===== src/rtl/decoder_n_scan.sv =====
// decoder_n_scan: registered N-to-2^N one-hot decoder with a self-stepping, dwell-timed scan mode
module decoder_n_scan #(
   parameter int N     = 3,
   parameter int DWELL = 4
) (
   input  logic             clk,
   input  logic             rst,
   input  logic [N-1:0]     inp,
   input  logic             enable,
   input  logic             mode,
   output logic [(1<<N)-1:0] out,
   output logic [N-1:0]     sel,
   output logic             wrap
);
   localparam int M  = 1 << N;
   localparam int DW = (DWELL > 1) ? $clog2(DWELL) : 1;
   localparam logic [DW-1:0] LAST = DW'(DWELL - 1);

   generate
      if (DWELL < 1) begin : g_bad_dwell
         $error("decoder_n_scan: DWELL must be >= 1");
      end
   endgenerate

   logic [N-1:0]  idx, idx_n, nidx, sel_n;
   logic [DW-1:0] dcnt, dcnt_n;
   logic [M-1:0]  out_n;
   logic          mode_q, wrap_n;

   function automatic logic [M-1:0] onehot(input logic [N-1:0] i);
      return M'(1) << i;
   endfunction

   // next index: wrap by compare against the live range limit, never by overflow
   always_comb nidx = (idx >= inp) ? '0 : idx + 1'b1;

   // next-state and output decode for direct, scan entry, scan step and freeze
   always_comb begin
      idx_n  = idx;
      dcnt_n = dcnt;
      sel_n  = sel;
      out_n  = '0;
      wrap_n = 1'b0;
      if (!mode) begin
         idx_n  = '0;
         dcnt_n = '0;
         sel_n  = enable ? inp : sel;
         out_n  = enable ? onehot(inp) : '0;
      end else if (!mode_q) begin
         idx_n  = '0;
         dcnt_n = '0;
         sel_n  = '0;
         out_n  = enable ? M'(1) : '0;
      end else if (enable) begin
         idx_n  = (dcnt == LAST) ? nidx : idx;
         dcnt_n = (dcnt == LAST) ? '0 : dcnt + 1'b1;
         sel_n  = (dcnt == LAST) ? nidx : sel;
         out_n  = onehot((dcnt == LAST) ? nidx : idx);
         wrap_n = (dcnt == LAST) && (nidx == '0);
      end
   end

   // state and output registers, cleared asynchronously
   always_ff @(posedge clk or posedge rst) begin
      if (rst) begin
         idx    <= '0;
         dcnt   <= '0;
         mode_q <= 1'b0;
         out    <= '0;
         sel    <= '0;
         wrap   <= 1'b0;
      end else begin
         idx    <= idx_n;
         dcnt   <= dcnt_n;
         mode_q <= mode;
         out    <= out_n;
         sel    <= sel_n;
         wrap   <= wrap_n;
      end
   end
endmodule


===== config.mk =====
export PLATFORM = sky130hd
export DESIGN_NAME = decoder_n_scan
export DESIGN_NICKNAME = d
export VERILOG_FILES = /design/src/rtl/decoder_n_scan.sv
export SDC_FILE = /design/constraint.sdc
export NUM_CORES = 1
export LEC_CHECK = 0
export ABC_AREA = 1
export CORE_ASPECT_RATIO = 1.1
export CORE_MARGIN = 2
export CORE_UTILIZATION = 54
export DETAILED_ROUTE_END_ITERATION = 10
export PLACE_DENSITY = 0.82
export SYNTH_ARGS = -nofsm -noshare
export SYNTH_HDL_FRONTEND = slang
export SYNTH_SLANG_ARGS = --single-unit

===== constraint.sdc =====
create_clock -name clk -period 2.8 [get_ports clk]
set_input_delay 0.56 -clock clk [delete_from_list [all_inputs] [get_ports clk]]
set_output_delay 0.56 -clock clk [all_outputs]
set_load 0.02 [all_outputs]

# Word-level counts from Yosys, hierarchy flattened
# Index checks and enable logic that the tools add are counted.
# totals
reg_bits	18
latch_bits	0
mem_bits_rw	0
rom_bits	0
input_bits	7
out_inout_bits	12
wordCells	41
n_memories	0
# op_classes
n_addsub	2
mul	0
div	0
magnitude_cmp	1
eq_ne	4
shift	2
mux	22
bitwise_logic	0
n_reduce_logical	4
# ops
cell	n
8-bit 2-to-1 mux	4
3-bit 2-to-1 mux	10
1-bit by 3-bit left shift with 8-bit output (first input constant)	2
2-bit 2-to-1 mux	4
1-bit 2-to-1 mux	4
3-bit by 1-bit adder with 3-bit output (second input constant)	1
3-bit >= comparator	1
3-bit zero test	1
3-bit by 2-bit inequality test with 1-bit output (second input constant)	1
3-bit inequality test (second input constant)	1
3-bit AND reduction	1
2-bit by 1-bit adder with 2-bit output (second input constant)	1
2-bit equality test (second input constant)	1
2-bit inequality test (second input constant)	1
2-bit nonzero test	1
1-bit logical AND	1

# Longest topological paths before layout
# logic_depth
ltp_word	7
depth_mapped	11
mapped_depth_nobuf	11

# Least setup slack after synthesis
# Ideal clock, no wire load.
# synth_timing
path_type	input to register
from	in inp[2]
to	reg out[2]
setup_ps	116
arrival_ps	1561
t_required_ps	2684
slack_ps	1123
cell_stages	10
n_path_buf	0
path_cell_list	inv_1 > ha_1 > nand2_1 > clkinv_1 > nand2_4 > nand3_2 > o21ai_4 > nor2_1 > nand2_1 > nand2_1
# synth_via
elab_chain_len	7
word_cells_on_any_way	9
classes_between	order compare (1); shift (2); mux (6)
# synth_lines
element	line	rtl
from (decl)	8	input logic [N-1:0] inp,
3-bit >= comparator	35	always_comb nidx = (idx >= inp) ? '0 : idx + 1'b1;
3-bit 2-to-1 mux	35	
3-bit 2-to-1 mux	58	out_n = onehot((dcnt == LAST) ? nidx : idx);
1-bit by 3-bit left shift with 8-bit output	31	return M'(1) << i;
8-bit 2-to-1 mux	54	end else if (enable) begin
8-bit 2-to-1 mux	49	end else if (!mode_q) begin
8-bit 2-to-1 mux *	44	if (!mode) begin
named net out_n[2]	27	logic [M-1:0] out_n;
to (signal assigned)	76	out <= out_n;
to (decl)	11	output logic [(1<<N)-1:0] out,
# The timed path passes the listed nets; every way through them passes the cells marked *.
# A chain may end at the register's enable or synchronous reset.

# Worst setup path after layout
# layout_timing
from	in inp[1]
to	reg out[5]
# Same word-level chain as after synthesis.

==> reports/qor.yml <==
outcome:
  status: "complete, no violations"
power_and_ir_drop:
  power.total_mw: 0.513
  p_leak_nw: 0.635
  p_per_area_nw_per_um2: 401
  max-vdd-ir-drop_mv: 0.257
hold_path:
  hold_path.class: "reg2reg"
  min-delay-start: "dcnt[0]"
  min_path_cells: 1
  min_to: "dcnt[0]"
worst_setup_path:
  rr_endpoint: "out[5]"
  r2r_start: "idx[0]"
  cp_max_fo: 7
  worst-r2r-cell-count: 9
  endpoint_kind: "flop"
  rrSetupSlack_ns: 1.15
  cp.required_ns: 3.03
  arrival_ns: 2.24
  cp-start-kind: "primary input"
  path_class: "in2reg"
detailed_routing:
  antenna_left: 0
  routed_wl_um: 2240
  first_iter_violations: 30
  num_vias: 941
  drc: 0
  routed_via_density: 5.57
  first_pass_iters: 4
  wl_per_cell_um: 13.3
placement:
  dp_hpwl_um: 1850
  place.gp.congestion: 0.899
  place_inst: 165
  placed_cell_area_um2: 1240
  pre_cts_ws_ns: 0.482
  numPortBuffers: 18
sta:
  maxSlewViolCount: 0
  finalHoldViolations: 0
  period_minus_slack_ns: 2.02
  worst_slack_ns: 0.784
  max_freq_mhz: 496
  fin_setup_tns_ns: 0
  worst_pin_slew_ns: 0.641
  period_share_pct: 72.0
  fin_worst_skew_ns: 0.00448
  hold_ws_ns: 0.500
  rsz0062_at_grt: "false"
  setup_viol: 0
  worst_slew_margin_rel_pct: 57.2
grt:
  use_met2_pct: 41.3
  grtUsageMet3_pct: 6.96
  global_route.overflow_total: 0
  grt.total_usage_pct: 23.5
  busiest_layer: "met2"
  first_global_vias: 943
  grt_pass1_wl_um: 3970
  grt_use_met1_pct: 26.9
  antenna_found_initial: 0
  grt_max_degree: 19
cells_and_area:
  area_growth_pct: 23.0
  nNetsFinal: 164
  fin_area_um2: 1280
  drive_gt1_share_pct: 13.9
  stdcell_count: 169
  fillers: 145
  fin_util_pct: 71.0
  insertedDiodeCount: 0
clock_tree:
  cts.reportedPaths.clkPinSlew_ns: 0.10
  ctsResizeCount: 0
  cts-hold-fix-buffers: 0
  h-tree-depth: 1
  cts_setup_buffers: 0
  cts_buffers: 3
  clock_latency_ns: 0.29
  clockRootBuffer: "clkbuf_4"
  cts_tree: "done"
  cts.path.max_buffers: 2
  cts_num_sinks: 18
logic_synthesis:
  synthCells: 129
  ys_types: 24
  yosys_warnings: 0
  synth-seq-cells: 18
  syn_nets: 141
  yosysSeqAreaShare_pct: 43.3
  avgSynthCellArea_um2: 8.06
  mappedNetlistArea_um2: 1040
floorplan:
  die_y_um: 50.0
  io_pins: 19
  rows: 16
  start_util_pct: 57.7
  core-area_um2: 1800
  dieWidth_um: 45.8
  dieArea_um2: 2290
job:
  maxCapViolCount: 0
sequential cells by signal (all words and copies together), names as in the netlist:
| register | flops |
|---|---|
| out | 8 |
| idx | 3 |
| sel | 3 |
| dcnt | 2 |
| mode_q | 1 |
| wrap | 1 |
layout make-up:
type,instances,area (um2),area share [%]
multi-input cells,93,522,40.8
flip-flops and latches,18,450,35.2
repair buffers,18,180,14.1
inverters,18,67.6,5.28
clock buffers,4,36.3,2.84
well taps,18,22.5,1.76
cell families after synthesis:
logic type                 synth area share [%]
buffers and inverters                      6.50
and+or+nand+nor                            32.5
adders and majority gates                  6.02
DFF                                        43.3
AOI/OAI and AO/OA                          11.7
cells in the final DEF (no fill, tap or decap), types with 3 or more instances in the layout:
cell type | synthesis | layout
nand2_1 | 38 | 38
dfrtp_1 | 18 | 18
o21ai_0 | 3 | 3
nand4_1 | 4 | 4
a31oi_1 | 3 | 3
nand2_2 | 5 | 5
clkdlybuf4s50_1 | 0 | 18
inv_1 | 16 | 16
nand3_1 | 8 | 8
nor2_1 | 9 | 9
clkbuf_4 | 0 | 3
ha_1 | 5 | 5
o21ai_2 | 3 | 3
worst max-delay path by stage:
stage	cells past startpoint	end	slack, ns	from
6_report	10	out[5]	0.78	inp[1]
5_1_grt	10	out[5]	0.68	inp[1]
4_1_cts	10	out[5]	0.78	inp[1]
3_5_place_dp	10	out[5]	0.48	inp[1]
3_3_place_gp	10	out[4]	0.51	inp[1]
2_1_floorplan	10	out[2]	1.12	inp[2]
power breakdown:
group,internal [mW],switching [mW],leakage (nW)
clock,0.0793,0.0778,0.0210
combinational,0.0335,0.0483,0.373
sequential,0.269,0.00503,0.240
total,0.382,0.131,0.635
routing by layer:
metal	vias to the layer above	routed length [um]
met5	-	0
met4	0	20
met3	5	129
met2	25	1180
met1	451	914
li1	460	-
Yosys cell counts:
library cell | count | area [um2]
a21oi_1 | 2 | 10.0
nand2_1 | 38 | 143
clkinv_1 | 1 | 3.75
nand2_2 | 5 | 31.3
a21oi_4 | 1 | 16.3
ha_1 | 5 | 62.6
o22ai_1 | 1 | 6.26
nand3_1 | 8 | 40.0
inv_1 | 16 | 60.1
o21ai_4 | 1 | 16.3
o21ai_0 | 3 | 15.0
nor3_1 | 2 | 10.0
o31ai_1 | 1 | 7.51
nand3_2 | 2 | 20.0
o21ai_1 | 1 | 5.00
a31oi_1 | 3 | 18.8
nand2_4 | 1 | 11.3
dfrtp_1 | 18 | 450
inv_2 | 1 | 3.75
nor2_2 | 2 | 12.5
nor2_4 | 1 | 11.3
nand4_1 | 4 | 25.0
nor2_1 | 9 | 33.8
o21ai_2 | 3 | 26.3
critical path, cell delays in order:
cell and delay [ns]:
clkdlybuf4s50_1 0.52, inv_1 0.10, ha_1 0.29, nand2_1 0.07, clkinv_1 0.09, nand2_4 0.10, nand3_2 0.12, o21ai_4 0.17
nand2_2 0.10, o21ai_2 0.12
Note: power is estimated with default switching activity, not from simulation.
